[src/rtl/column_parity_stage_pkg.sv]
// Shared encoder-stage constants, lane/slice types and the column-parity helper.
// Pure combinational definitions; no timing or flow control of their own.
package encoder_pkg;
  localparam int SLICES = 64;
  localparam int LANES  = 25;
  localparam int ROWS   = 5;
  localparam int COLS   = 5;
  localparam int IDX_W  = 6;

  typedef logic [LANES-1:0] slice_t;
  typedef logic [COLS-1:0]  col_t;
  typedef logic [IDX_W-1:0] idx_t;

  // Bit 5*y+x of a slice is lane (x,y); parity runs down each column x.
  function automatic col_t col_parity(input slice_t s);
    col_t p;
    p = '0;
    for (int y = 0; y < ROWS; y++) begin
      for (int x = 0; x < COLS; x++) begin
        p[x] = p[x] ^ s[COLS*y + x];
      end
    end
    return p;
  endfunction
endpackage

[src/rtl/column_parity_stage_if.sv]
// Slice request/response handshake bundle for column_parity_stage.
// Carries the bypass control only when COLUMN_PARITY_BYPASS_EN is defined.
interface column_parity_stage_if;
  import encoder_pkg::*;

  logic   start;
  slice_t dataIn;
  logic   ready;
  logic   putInput;
  logic   outReady;
  slice_t dataOut;
`ifdef COLUMN_PARITY_BYPASS_EN
  logic   bypass;

  modport slave  (input  start, dataIn, bypass,
                  output ready, putInput, outReady, dataOut);
  modport master (output start, dataIn, bypass,
                  input  ready, putInput, outReady, dataOut);
`else
  modport slave  (input  start, dataIn,
                  output ready, putInput, outReady, dataOut);
  modport master (output start, dataIn,
                  input  ready, putInput, outReady, dataOut);
`endif
endinterface

[src/rtl/column_parity_stage_theta.sv]
// Combinational theta for one slice: lane ^ C[x-1][z] ^ C[x+1][z-1].
// Zero latency, no flow control.
module theta_slice
  import encoder_pkg::*;
(
  input  slice_t i_slice,
  input  col_t   i_c_cur,
  input  col_t   i_c_prev,
  output slice_t o_theta
);
  always_comb begin
    o_theta = '0;
    for (int y = 0; y < ROWS; y++) begin
      for (int x = 0; x < COLS; x++) begin
        o_theta[COLS*y + x] = i_slice[COLS*y + x]
                            ^ i_c_cur[(x + COLS - 1) % COLS]
                            ^ i_c_prev[(x + 1) % COLS];
      end
    end
  end
endmodule

[src/rtl/column_parity_stage.sv]
// Theta stage: loads 64 slices (2 cycles each), then streams 64 theta slices after an outReady pulse.
// Optional COLUMN_PARITY_BYPASS_EN adds a bypass input sampled on start that streams slices unmodified.
module column_parity_stage
  import encoder_pkg::*;
(
  input  logic                   clk,
  input  logic                   rst,
  column_parity_stage_if.slave   bus
);
  typedef enum logic [2:0] {
    S_IDLE,
    S_REQ,
    S_CAP,
    S_OUTRDY,
    S_EMIT
  } state_t;

  localparam idx_t LAST_IDX = idx_t'(SLICES - 1);

  state_t r_state;
  idx_t   r_idx;
  logic   r_ready;
  logic   r_put;
  logic   r_outrdy;
  slice_t r_dout;

  // Storage is intentionally not reset; every entry is rewritten before it is read.
  slice_t r_slice_mem [SLICES];
  col_t   r_par_mem   [SLICES];

  idx_t   w_emit_idx;
  idx_t   w_prev_idx;
  slice_t w_slice;
  col_t   w_c_cur;
  col_t   w_c_prev;
  slice_t w_theta;
  slice_t w_emit_dat;

  // dataOut is registered, so look up the slice that will be shown next cycle.
  assign w_emit_idx = (r_state == S_OUTRDY) ? '0 : r_idx + idx_t'(1);
  assign w_prev_idx = w_emit_idx - idx_t'(1);
  assign w_slice    = r_slice_mem[w_emit_idx];
  assign w_c_cur    = r_par_mem[w_emit_idx];
  assign w_c_prev   = r_par_mem[w_prev_idx];

  theta_slice u_theta (
    .i_slice  (w_slice),
    .i_c_cur  (w_c_cur),
    .i_c_prev (w_c_prev),
    .o_theta  (w_theta)
  );

`ifdef COLUMN_PARITY_BYPASS_EN
  logic r_bypass;

  always_ff @(posedge clk or posedge rst) begin
    if (rst) begin
      r_bypass <= 1'b0;
    end else if (r_state == S_IDLE && bus.start) begin
      r_bypass <= bus.bypass;
    end
  end

  assign w_emit_dat = r_bypass ? w_slice : w_theta;
`else
  assign w_emit_dat = w_theta;
`endif

  always_ff @(posedge clk or posedge rst) begin
    if (rst) begin
      r_state  <= S_IDLE;
      r_idx    <= '0;
      r_ready  <= 1'b1;
      r_put    <= 1'b0;
      r_outrdy <= 1'b0;
      r_dout   <= '0;
    end else begin
      r_ready  <= 1'b0;
      r_put    <= 1'b0;
      r_outrdy <= 1'b0;
      r_dout   <= '0;
      case (r_state)
        S_IDLE: begin
          if (bus.start) begin
            r_state <= S_REQ;
            r_idx   <= '0;
            r_put   <= 1'b1;
          end else begin
            r_ready <= 1'b1;
          end
        end
        S_REQ: begin
          r_state <= S_CAP;
        end
        S_CAP: begin
          if (r_idx == LAST_IDX) begin
            r_state  <= S_OUTRDY;
            r_outrdy <= 1'b1;
          end else begin
            r_state <= S_REQ;
            r_idx   <= r_idx + idx_t'(1);
            r_put   <= 1'b1;
          end
        end
        S_OUTRDY: begin
          r_state <= S_EMIT;
          r_idx   <= '0;
          r_dout  <= w_emit_dat;
        end
        S_EMIT: begin
          r_idx <= r_idx + idx_t'(1);
          if (r_idx == LAST_IDX) begin
            r_state <= S_IDLE;
            r_ready <= 1'b1;
          end else begin
            r_dout <= w_emit_dat;
          end
        end
        default: begin
          r_state <= S_IDLE;
          r_ready <= 1'b1;
        end
      endcase
    end
  end

  always_ff @(posedge clk) begin
    if (r_state == S_CAP) begin
      r_slice_mem[r_idx] <= bus.dataIn;
      r_par_mem[r_idx]   <= col_parity(bus.dataIn);
    end
  end

  assign bus.ready    = r_ready;
  assign bus.putInput = r_put;
  assign bus.outReady = r_outrdy;
  assign bus.dataOut  = r_dout;
endmodule

[src/flat_wrapper.sv]
// flat-port wrapper written by rule: the top's interface ports become plain ports
module column_parity_stage_flat import encoder_pkg::*;
  (clk, rst, bus_start, bus_dataIn, bus_ready, bus_putInput, bus_outReady, bus_dataOut);
  column_parity_stage_if bus_i ();
  input  logic clk;
  input  logic rst;
  input wire logic [$bits(bus_i.start)-1:0] bus_start;
  input wire logic [$bits(bus_i.dataIn)-1:0] bus_dataIn;
  output wire logic [$bits(bus_i.ready)-1:0] bus_ready;
  output wire logic [$bits(bus_i.putInput)-1:0] bus_putInput;
  output wire logic [$bits(bus_i.outReady)-1:0] bus_outReady;
  output wire logic [$bits(bus_i.dataOut)-1:0] bus_dataOut;
  assign bus_i.start = bus_start;
  assign bus_i.dataIn = bus_dataIn;
  assign bus_ready = bus_i.ready;
  assign bus_putInput = bus_i.putInput;
  assign bus_outReady = bus_i.outReady;
  assign bus_dataOut = bus_i.dataOut;
  column_parity_stage u_core (.clk(clk), .rst(rst), .bus(bus_i));
endmodule
[config.mk]
export PLATFORM = sky130hd
export DESIGN_NAME = column_parity_stage_flat
export DESIGN_NICKNAME = d
export VERILOG_FILES = /design/src/rtl/column_parity_stage_pkg.sv /design/src/rtl/column_parity_stage_if.sv /design/src/rtl/column_parity_stage_theta.sv /design/src/rtl/column_parity_stage.sv /design/src/flat_wrapper.sv
export SDC_FILE = /design/constraint.sdc
export NUM_CORES = 2
export LEC_CHECK = 0
export CORE_AREA = 2 2 427 429
export DETAILED_ROUTE_END_ITERATION = 10
export DIE_AREA = 0 0 429 431
export DONT_BUFFER_PORTS = 1
export HOLD_SLACK_MARGIN = 0.1
export SLEW_MARGIN = 20
export SYNTH_ARGS = -nofsm -noshare
export SYNTH_HDL_FRONTEND = slang
export SYNTH_SLANG_ARGS = --single-unit
[constraint.sdc]
create_clock -name clk -period 5.5 [get_ports clk]
set_input_delay 0.825 -clock clk [delete_from_list [all_inputs] [get_ports clk]]
set_output_delay 0.825 -clock clk [all_outputs]
set_load 0.05 [all_outputs]
==> flow_summary.toml <==
[place]
dp_slack_ns = 0.555
place_area_sq_um = 85000
gp_congestion = 0.946
dp_hpwl_mm = 157
placed_cells = 7475
placement.io_buffers = 0

[finish]
nNetsFinal = 5375
fillers = 14700
final_cell_mix = "1,920 x edfxtp_1, 576 x nand2_1, 263 x mux2i_1, 228 x nand3_1, 210 x o21ai_0"
layout_commonest_cell = "edfxtp_1"
drive_above_1_share_pct = 15.5
instances_no_fill = 7866
area_growth_pct = 13.6
final_area_sq_um = 91900

[critical_path]
critPathLaunch = "u_core.r_idx[1]$_DFFE_PP0P_"
cp_slowest_cell = "buf_4"
arrival_ns = 6.04
criticalPathCategory = "reg -> reg"
crit_top_cell = "buf_4"
cp-end-kind = "register"
max_stage_delay_ns = 0.70
crit_buf_inv = 5
r2r-start = "u_core.r_idx[1]$_DFFE_PP0P_"
worstSetupStartpointType = "register"
worstPathCellList = "ha_4, clkinv_1, nor2_4, buf_4, buf_4, o221a_2, nor4_1, a2111oi_0, buf_4, o32ai_1, and3_1, or3_1, a21oi_1, buf_4"
critPathTopFamily = "buffers and inverters"
critPathRequiredTime_ns = 6.29
crit_fanout = 45

[logic_synthesis]
synthDistinctLibCells = 82
ys_ff_latch = 1957
syn_area_per_cell_sq_um = 15.3
synthesis.instances = 5280
yosysWarningCount = 0
synthesis.area_sq_um = 80900
syn-num-nets = 5310
synth_edf_count = 1920
ys_seq_area_share_pct = 72.5
ys.flop_type = "edfxtp_1"
async_reset_ff_share_pct = 1.89

[drt]
vias = 53000
drtIter0Drc = 8581
wl_mm = 290
vias_per_cell = 6.74
wl_per_cell_um = 36.8
drc = 0
drt-pass1-iter-count = 9
drtAntennaViolNets = 0

[global_route]
grt_pass1_vias = 49700
grt_max_degree = 142
grt_pass1_wl_mm = 400
grt-ovfl-total = 0
antenna_found_initial = 7
grt.total_usage_pct = 30.8

[clock_tree]
post-cts-setup-buffers = 0
cts_tree = "yes"
clk_latency_ns = 0.86
path_clk_slew_ns = 0.06
cts-root-buf = "clkbuf_16"
cts_buffers = 197
htreeDepth = 4
clock-sinks = 1957
cts_resized = 0
clock_path_buffers = 3

[sta]
worst_slack_ns = 0.247
skew_ns = 0.0336
fin_crit_ns = 5.25
setup_viol = 0
clock.fmax_ghz = 0.190
rsz0062_at_grt = "no"
maxSlewHeadroom_pct = 19.4
hold_viol = 0
slew_viol_final = 0
worstMarginPinSlew_ns = 1.21
timing.final.crit_share_pct = 95.5
setup_tns_ns = 0

[flow_run]
cap_violations = 0

[die]
core_sq_um = 180000
die_w_um = 429
die_y_um = 431
io_pins = 56
dieArea_sq_um = 185000
start_util_pct = 44.9
fp-row-count = 156

[status]
outcome = "finished, final reports clean"

[power]
p_clk_share_pct = 26.7
max-vdd-ir-drop_mv = 0.606
power_frac_comb_pct = 38.2
finalPower_w = 0.0484
swShare_pct = 38.2
p_switching_w = 0.0184
power.internal_w = 0.0299
p_leak_nw = 29.6
seqPwrFrac_pct = 35.0
power_density_nw_per_um2 = 526

[worst_hold_path]
hold_path_class = "in -> reg"
holdCritStartpoint = "bus_dataIn[13]"
synthesized netlist by cell type, types with 28 or more instances:
library cell     n  area (sq um)
a32oi_1         29           254
nand4_1         30           188
mux2i_1        264          2640
a211oi_1        93           698
nand2_1        579          2170
nor2_1         142           533
and3_1          91           569
a31oi_1        119           744
o21ai_0        211          1060
dfrtp_1         36           901
o22ai_1        118           738
buf_4           28           210
nand3_1        229          1150
mux2_2         104          1170
mux4_2         113          2540
a2111oi_0       28           245
a311oi_1        30           263
buf_1           69           259
o211ai_1        57           428
a221oi_1        81           709
a22oi_1         46           345
clkbuf_1       169           634
buf_2          132           661
edfxtp_1      1920         57700
a21oi_1        143           716
nor3_1          36           180
or3_1           29           181
o221ai_1        29           254
metal layers:
metal | routed length [um] | GRT usage (%) | vias up
met2 | 129000 | 46.5 | 3748
met1 | 107000 | 41.0 | 27200
met5 | 33 | 0 | -
met3 | 32900 | 6.82 | 740
met4 | 20600 | 19.0 | 4
li1 | - | - | 21300
through the flow:
stage,hold WS [ns],utilization [%]
global placement,0.606,47.1
CTS,0.106,51.0
floorplan,0.514,-
global route,0.127,51.0
finish,0.163,51.0
detailed placement,0.638,47.2
path summary, 6_finish.rpt:
kind	to	slack (ns)	depth (start not counted)
worst max-delay path	u_core.bus.dataOut[16]$_DFF_PP0_	0.25	14
worst min-delay path	u_core.r_slice_mem[12][13]$_DFFE_PP_	0.16	0
worst max register to register	u_core.bus.dataOut[16]$_DFF_PP0_	0.25	14
worst min register to register	u_core.r_state[1]$_DFFE_PP0P_	0.65	1
max in group asynchronous	u_core.r_idx[0]$_DFFE_PP0P_	4.30	3
min in group asynchronous	u_core.bus.dataOut[22]$_DFF_PP0_	0.62	3
worst reg2reg max path: cells and delay by family, from the launching register on:
| kind | cells | cell delay [ns] |
|---|---|---|
| compound gates | 4 | 1.09 |
| simple gates | 4 | 1.06 |
| buf+inv | 5 | 1.98 |
| fa+ha+maj | 1 | 0.55 |
| flops | 1 | 0.50 |
registers in the layout (all words and copies together) (netlist names):
signal	flops
u_core.bus.putInput	1
u_core.r_idx	6
u_core.r_state	3
u_core.r_slice_mem	1600
u_core.bus.dataOut	25
u_core.bus.outReady	1
u_core.r_par_mem	320
u_core.bus.ready	1
cell families after synthesis:
| group | count (synthesis) | share of synthesized area [%] |
|---|---|---|
| xor+xnor | 29 | 0.359 |
| buf+inv | 416 | 2.32 |
| simple gates | 1235 | 7.01 |
| flops | 1957 | 72.5 |
| compound gates | 1160 | 9.95 |
| fa+ha+maj | 2 | 0.0309 |
| mux | 481 | 7.86 |
power groups by stage:
stage / Combinational [W] / Clock (W) / Sequential, W
final: 0.0185 / 0.0129 / 0.0169
after global routing: 0.0191 / 0.0135 / 0.0169
after CTS: 0.0180 / 0.0130 / 0.0169
after detailed placement: 0.0176 / 0 / 0.0173
after global placement: 0.0176 / 0 / 0.0173
after floorplan: 0.0108 / 0 / 0.0172
area by class of cell:
| cell class | count | area (sq um) | share of cell area (%) |
|---|---|---|---|
| Timing Repair Buffer | 270 | 3020 | 3.29 |
| Sequential cell | 1957 | 58600 | 63.8 |
| Clock buffer | 259 | 5290 | 5.76 |
| Multi-Input combinational cell | 2907 | 21200 | 23.0 |
| Antenna cell | 3 | 7.51 | 0.00817 |
| Inverter | 12 | 70.1 | 0.0763 |
| Clock inverter | 88 | 756 | 0.823 |
| Tap cell | 2370 | 2970 | 3.23 |
repair_timing:
item                                    4_1_cts  5_1_grt
hold buffers                                 40        1
endpoints found under the setup margin        0        0
endpoints found under the hold margin      1455       11
Power figures use the tool's default switching activity.
